[src/rtl/reg_dump_streamer.sv]
// reg_dump_streamer: walks the register file through one read port and
// streams each register as a {header, high byte, low byte} record over a
// valid/ready byte interface. It only ever reads the register file.

module reg_dump_streamer #(
    parameter int         NUM_REGS = 4,
    parameter logic [3:0] HDR_TAG  = 4'hA
) (
    input  logic        clk,
    input  logic        reset,
    input  logic        start,
    output logic [1:0]  rd_addr,
    input  logic [15:0] rd_data,
    output logic [7:0]  out_byte,
    output logic        out_valid,
    input  logic        out_ready,
    output logic        out_last,
    output logic        busy,
    output logic        done
);

    typedef enum logic [2:0] {
        IDLE,
        LATCH,
        HDR,
        HI,
        LO
    } state_t;

    localparam logic [1:0] LAST_IDX = 2'(NUM_REGS - 1);

    state_t      state_q;
    state_t      next_state;
    logic [1:0]  idx_q;
    logic [15:0] shadow_q;
    logic        done_q;
    logic        is_last;
    logic        last_hs;

    assign is_last = (idx_q == LAST_IDX);
    assign last_hs = (state_q == LO) && out_ready && is_last;

    // The read address simply follows the index, so it holds between captures
    assign rd_addr = idx_q;
    assign busy    = (state_q != IDLE);
    assign done    = done_q;

    // State register
    always_ff @(posedge clk or posedge reset) begin
        if (reset) begin
            state_q <= IDLE;
        end else begin
            state_q <= next_state;
        end
    end

    // Next-state decode and the byte presented in each streaming state
    always_comb begin
        next_state = state_q;
        out_valid  = 1'b0;
        out_byte   = 8'h00;
        out_last   = 1'b0;
        case (state_q)
            IDLE: begin
                if (start) begin
                    next_state = LATCH;
                end
            end
            LATCH: begin
                next_state = HDR;
            end
            HDR: begin
                out_valid = 1'b1;
                out_byte  = {HDR_TAG, 2'b00, idx_q};
                if (out_ready) begin
                    next_state = HI;
                end
            end
            HI: begin
                out_valid = 1'b1;
                out_byte  = shadow_q[15:8];
                if (out_ready) begin
                    next_state = LO;
                end
            end
            LO: begin
                out_valid = 1'b1;
                out_byte  = shadow_q[7:0];
                out_last  = is_last;
                if (out_ready) begin
                    next_state = is_last ? IDLE : LATCH;
                end
            end
            default: begin
                next_state = IDLE;
            end
        endcase
    end

    // Index restarts on every accepted start and advances after each record's low byte
    always_ff @(posedge clk or posedge reset) begin
        if (reset) begin
            idx_q <= 2'd0;
        end else if (state_q == IDLE && start) begin
            idx_q <= 2'd0;
        end else if (state_q == LO && out_ready && !is_last) begin
            idx_q <= idx_q + 2'd1;
        end
    end

    // Shadow captures the register value at the end of LATCH; later writes are not seen
    always_ff @(posedge clk or posedge reset) begin
        if (reset) begin
            shadow_q <= 16'h0000;
        end else if (state_q == LATCH) begin
            shadow_q <= rd_data;
        end
    end

    // Done pulses for the single cycle following the final handshake of a frame
    always_ff @(posedge clk or posedge reset) begin
        if (reset) begin
            done_q <= 1'b0;
        end else begin
            done_q <= last_hs;
        end
    end

endmodule

[config.mk]
export PLATFORM = sky130hd
export DESIGN_NAME = reg_dump_streamer
export DESIGN_NICKNAME = d
export VERILOG_FILES = /design/src/rtl/reg_dump_streamer.sv
export SDC_FILE = /design/constraint.sdc
export NUM_CORES = 1
export LEC_CHECK = 0
export CORE_MARGIN = 2
export CORE_UTILIZATION = 45
export CTS_BUF_LIST = sky130_fd_sc_hd__clkbuf_4 sky130_fd_sc_hd__clkbuf_8 sky130_fd_sc_hd__clkbuf_16
export DETAILED_ROUTE_END_ITERATION = 8
export HOLD_SLACK_MARGIN = 0.02
export PLACE_DENSITY = 0.77
export SLEW_MARGIN = 20
export SYNTH_ARGS = -nofsm -noshare
export SYNTH_HDL_FRONTEND = slang
export SYNTH_SLANG_ARGS = --single-unit
export TNS_END_PERCENT = 50
[constraint.sdc]
create_clock -name clk -period 1.72 [get_ports clk]
set_input_delay 0.258 -clock clk [delete_from_list [all_inputs] [get_ports clk]]
set_output_delay 0.258 -clock clk [all_outputs]
set_load 0.01 [all_outputs]
==> reports/metrics.cfg, run 1 <==
[worst_setup_path]
reg2reg_to = rd_addr[0]$_DFFE_PP0P_
crit_fanout = 5
crit_end = out_byte[4]
rr_startpoint = state_q[1]$_DFFE_PP0P_
cp_data_required_time_ps = 1460
max_stage_delay_ps = 450
worstPathArrival_ps = 1500
reg2reg_depth = 6
r2r_setup_slack_ps = 90
cp-start-kind = register
startpoint = state_q[1]$_DFFE_PP0P_
cpMostUsedCell = buf_4
crit_type = reg -> out
crit_chain = buf_4, nand2_1, nor2_1, buf_4, a22o_1, buf_2
slowest_stage = dfrtp_2
endpoint_kind = output port

[placement]
place_congestion = 0.7390
dp_hpwl_um = 1641
dpl_cell_area_mm2 = 0.001476
io_buffer_count = 33

[route]
via_per_inst = 5.356
avgRoutedWirePerCell_um = 15.36
drc = 0
final_antenna_net_count = 0
wirelength_um = 2504
dr.first_iter.drc_count = 9
vias = 873
drtPass1Iterations = 2

[clock_network]
cts_buffers = 3
clock-sinks = 22
clk_latency_ps = 310
hold_buffers = 0
h-tree-depth = 1
clk_pin_slew_ps = 120
cts_tree = yes
clk_path_buf_depth = 2
clockRootBuffer = clkbuf_4

[finish]
most-common-layout-cells = clkdlybuf4s50_1 (22), dfrtp_1 (21), mux2_2 (17)
nets = 157
final_area_mm2 = 0.001567
n_fill_cell = 172
layout.cells.most_common = clkdlybuf4s50_1
syn_to_final_growth_pct = 48.17
multi_input_area_um2 = 489.2
ff_latch_area_um2 = 551.8
drive_gt1_frac = 0.4370
diodes = 0

[die]
start_util = 0.4779
fp.dieW_um = 52.47
dieArea_mm2 = 0.002753
core_mm2 = 0.002212
die_h_um = 52.47
io-pin-count = 34
fp-row-count = 17

[sta]
skew_ps = 6.040
fmax_ghz = 0.5673
setup_slack_ps = -42.75
setup_viol = 7
fin_crit_sh = 1.025
min_period_ps = 1763
slew_headroom = 0.8068
finalMaxSlewViolations = 0
whs_ps = 267.6
worstMarginPinSlew_ps = 289.7
rsz0062_at_grt = yes
hold_viol_final = 0

[global_routing]
overflow = 0
grt_pass1_wl_um = 4160
grt_pass1_vias = 910
antenna_found_initial = 0
grt_usage = 0.2109
grt_max_degree = 23

[synthesis]
yosys.area.top_type = dfrtp_1
avgSynthCellArea_um2 = 12.89
ys_seq_area_frac = 0.5207
synth.distinct_cells = 26
syn_inst = 82
synthTopCellsByArea = dfrtp_1 (52%), mux2_2 (18%), nor3b_4 (3.6%)
syn_nets = 103
netlist.area_leader.share = 0.5207
yosys_warnings = 0
synth_seq_cells = 22
netlist_area_mm2 = 0.001057

[power]
cellLeakagePower_nw = 0.7291
ir_drop_uv = 983.1
pwr_density_cell_mw_per_mm2 = 1636

[outcome]
status = finished, violations left
violations = negative setup slack

[worst_hold_path]
hp-class = in -> async

[run]
maxCapViolCount = 0

how the worst min path moves through the flow:
stage                             start                       end  slack [ps]  cells after the start
2_1_floorplan                     reset            done$_DFF_PP0_         250                      1
3_3_place_gp   shadow_q[11]$_DFFE_PP0N_  shadow_q[11]$_DFFE_PP0N_         490                      1
3_5_place_dp    shadow_q[5]$_DFFE_PP0N_   shadow_q[5]$_DFFE_PP0N_         500                      1
4_1_cts                           reset  shadow_q[12]$_DFFE_PP0N_         270                      3
5_1_grt                           reset  shadow_q[12]$_DFFE_PP0N_         320                      3
6_report                          reset  shadow_q[12]$_DFFE_PP0N_         270                      3
layer usage:
metal  global-route usage  vias to the layer above  part of all wire
met5                    0                        -                 0
li1                     -                      405                 -
met2               0.3625                       30              0.52
met3              0.03714                        6             0.046
met1               0.2486                      432              0.41
met4               0.1111                        0             0.025
kinds of logic (layout without fill, tap and decap cells):
group / Yosys count / after routing / share of synthesized area
AOI/OAI and AO/OA: 16 / 16 / 0.1077
adders and majority gates: 1 / 1 / 0.01183
buffers and inverters: 6 / 59 / 0.03432
DFF: 22 / 22 / 0.5207
muxes: 20 / 20 / 0.2095
and+or+nand+nor: 17 / 17 / 0.1160
worst max-delay path, delay by kind of cell, from the launching register on:
kind            cells  cell delay [ps]
compound gates      1              180
simple gates        2              130
buf+inv             3              450
flops               1              450
power breakdown:
part | leakage, nW | internal [mW] | total, mW | switching, mW
Combinational | 0.441 | 0.807 | 1.37 | 0.568
Sequential | 0.267 | 0.754 | 0.898 | 0.144
Clock | 0.0210 | 0.129 | 0.290 | 0.161
per-stage QoR:
stage / setup TNS [ps] / utilization / setup WS [ps] / power, mW / instances
2_1_floorplan: 0 / - / 259.5 / 1.622 / 82
3_3_place_gp: -165.2 / 0.6674 / -49.21 / 2.128 / 150
3_5_place_dp: -234.1 / 0.6674 / -107.9 / 2.166 / 150
4_1_cts: -74.09 / 0.7031 / -21.76 / 2.523 / 162
5_1_grt: -860.8 / 0.7081 / -115.3 / 2.731 / 163
6_report: -190.0 / 0.7081 / -42.75 / 2.563 / 163
cells in the mapped netlist:
library cell,instances
ha_1,1
a31oi_1,1
and3_1,1
buf_4,1
o21ai_0,3
o21bai_1,1
o21a_1,1
buf_6,1
nand3b_1,2
and2_1,1
or4b_1,1
or2_2,1
nand2_1,5
a22o_1,4
o2bb2ai_1,2
nor2_1,1
nor3b_4,2
mux2_2,17
mux2i_1,3
or3_1,1
dfrtp_1,22
nor2b_1,2
buf_2,2
inv_1,2
a22oi_1,2
a21oi_1,2
registers in the layout (all words and copies together), names as in the netlist:
| name | flops |
|---|---|
| rd_addr | 2 |
| state_q | 3 |
| shadow_q | 16 |
| done | 1 |
final cells by class:
type                            count  share of cell area
Tap cell                           28             0.02236
Clock buffer                        4             0.02316
Inverter                            2            0.004792
Timing Repair Buffer               53              0.2851
Sequential cell                    22              0.3522
Multi-Input combinational cell     54              0.3123
what timing repair did:
item                                    4_1_cts  5_1_grt
pin swaps                                     5        3
resized for setup                            54        3
setup buffers                                 9        1
endpoints found under the setup margin       11       12
(Power assumes the default switching activity.)
==> inputs of run 2 (changes only) <==
- CORE_MARGIN: 2 -> not set
==> reports/metrics.cfg, run 2 (synthesis results as in run 1) <==
[outcome]
status = finished, violations left
violations = negative setup slack

[clock_network]
clk_latency_ps = 290
clk_path_buf_depth = 2
cts_tree = yes
h-tree-depth = 1
clk_pin_slew_ps = 110
clockRootBuffer = clkbuf_4
clock-sinks = 22
cts_buffers = 3
hold_buffers = 0

[finish]
final_util = 0.7251
nets = 156
most-common-layout-cells = clkdlybuf4s50_1 (22), dfrtp_1 (20), mux2_2 (15)
top_register = shadow_q
largest_reg_flops = 16
fin_cells = 161
drive_gt1_frac = 0.4511
diodes = 0
layout.cells.most_common = clkdlybuf4s50_1
final_area_mm2 = 0.001604
syn_to_final_growth_pct = 51.72

[power]
pwr_density_cell_mw_per_mm2 = 1627
pwr-share-comb = 0.560
power_switching_share = 0.3409
seqPwrFrac = 0.355
switching_power_uw = 889.7
p_clk_frac = 0.085
cellLeakagePower_nw = 0.7358
ir_drop_uv = 1128
power.internal_mw = 1.720

[route]
vias = 842
avgRoutedWirePerCell_um = 15.14
dr.first_iter.drc_count = 8
via_per_inst = 5.230
drtPass1Iterations = 5
wirelength_um = 2437
drc = 0
final_antenna_net_count = 0

[global_routing]
antenna_found_initial = 0
grt_pass1_wl_um = 3953
grt_max_degree = 23
grt_usage = 0.2074
grt_pass1_vias = 874
overflow = 0

[placement]
dp_hpwl_um = 1622
io_buffer_count = 33
dpl_cell_area_mm2 = 0.001496
place_congestion = 0.7709
post-place-cells = 151

[die]
core_mm2 = 0.002212
die_h_um = 50.47
fp.dieW_um = 50.47
start_util = 0.4779
io-pin-count = 34
fp-row-count = 17
dieArea_mm2 = 0.002547

[worst_setup_path]
crit_type = reg -> out
crit_chain = buf_6, nand2_1, nor2_1, buf_4, a22o_1, buf_2
path_buf_inv = 3
reg2reg_to = shadow_q[0]$_DFFE_PP0N_
slowest_stage = dfrtp_2
reg2reg_depth = 6
cp-start-kind = register
endpoint_kind = output port
cp_data_required_time_ps = 1460
max_stage_delay_ps = 460
crit_fanout = 7
path_delay_family = flip-flops
worstPathArrival_ps = 1510
r2r_setup_slack_ps = 20
rr_startpoint = state_q[1]$_DFFE_PP0P_

[sta]
skew_ps = 5.114
tns_ps = -284.8
setup_slack_ps = -45.46
whs_ps = 278.1
rsz0062_at_grt = yes
fin_crit_sh = 1.026
finalMaxSlewViolations = 0
min_period_ps = 1765
hold_viol_final = 0
setup_viol = 8
worstMarginPinSlew_ps = 273.0
fmax_ghz = 0.5664
slew_headroom = 0.8180

[worst_hold_path]
hp-class = in -> async

[run]
maxCapViolCount = 0

run 2: metal layers:
| layer | vias to the layer above | wire length, µm | GRT usage |
|---|---|---|---|
| li1 | 399 | - | - |
| met1 | 419 | 977 | 0.2608 |
| met2 | 24 | 1370 | 0.3844 |
| met3 | 0 | 90 | 0.02121 |
| met4 | 0 | 0 | 0.03704 |
| met5 | - | 0 | 0 |
run 2: layout make-up:
type | instances | area [µm²]
flip-flops and latches | 22 | 553.0
fillers | 161 | 608.1
well taps | 28 | 35.03
repair buffers | 52 | 473.0
inverters | 2 | 7.507
multi-input cells | 54 | 513.0
clock buffers | 3 | 22.52
run 2: power groups by stage:
stage	registers, mW	logic (mW)	clock network, mW
2_1_floorplan	0.867	0.755	0
3_3_place_gp	0.915	1.25	0
3_5_place_dp	0.927	1.29	0
4_1_cts	0.911	1.31	0.230
5_1_grt	0.955	1.57	0.253
6_report	0.927	1.46	0.222
run 2: worst reg2reg max path, stage by stage, from the launching register on:
cell     delay, ps
dfrtp_2        460
buf_6          140
buf_6          120
buf_4          140
nor3b_4        200
buf_12         180
mux2_2         350
run 2: worst max path at each step:
stage / from / endpoint / slack [ps] / cells past startpoint
floorplan: state_q[1]$_DFFE_PP0P_ / out_byte[0] / 260 / 4
global route: state_q[1]$_DFFE_PP0P_ / out_byte[2] / -170 / 6
detailed placement: state_q[1]$_DFFE_PP0P_ / out_byte[5] / -140 / 5
finish: state_q[1]$_DFFE_PP0P_ / out_byte[6] / -50 / 6
global placement: state_q[2]$_DFFE_PP0P_ / out_valid / -60 / 4
CTS: state_q[2]$_DFFE_PP0P_ / out_byte[6] / -140 / 5
run 2: timing repair:
item | CTS | global route
pin swaps | 5 | 5
resized for setup | 50 | 15
buffers inserted | 6 | 2
endpoints found under the setup margin | 11 | 11
run 2: stage by stage:
stage / setup slack, ps / total power, mW
floorplan: 259.5 / 1.622
global placement: -62.72 / 2.167
detailed placement: -135.6 / 2.213
CTS: -138.7 / 2.449
global route: -165.9 / 2.777
finish: -45.46 / 2.610
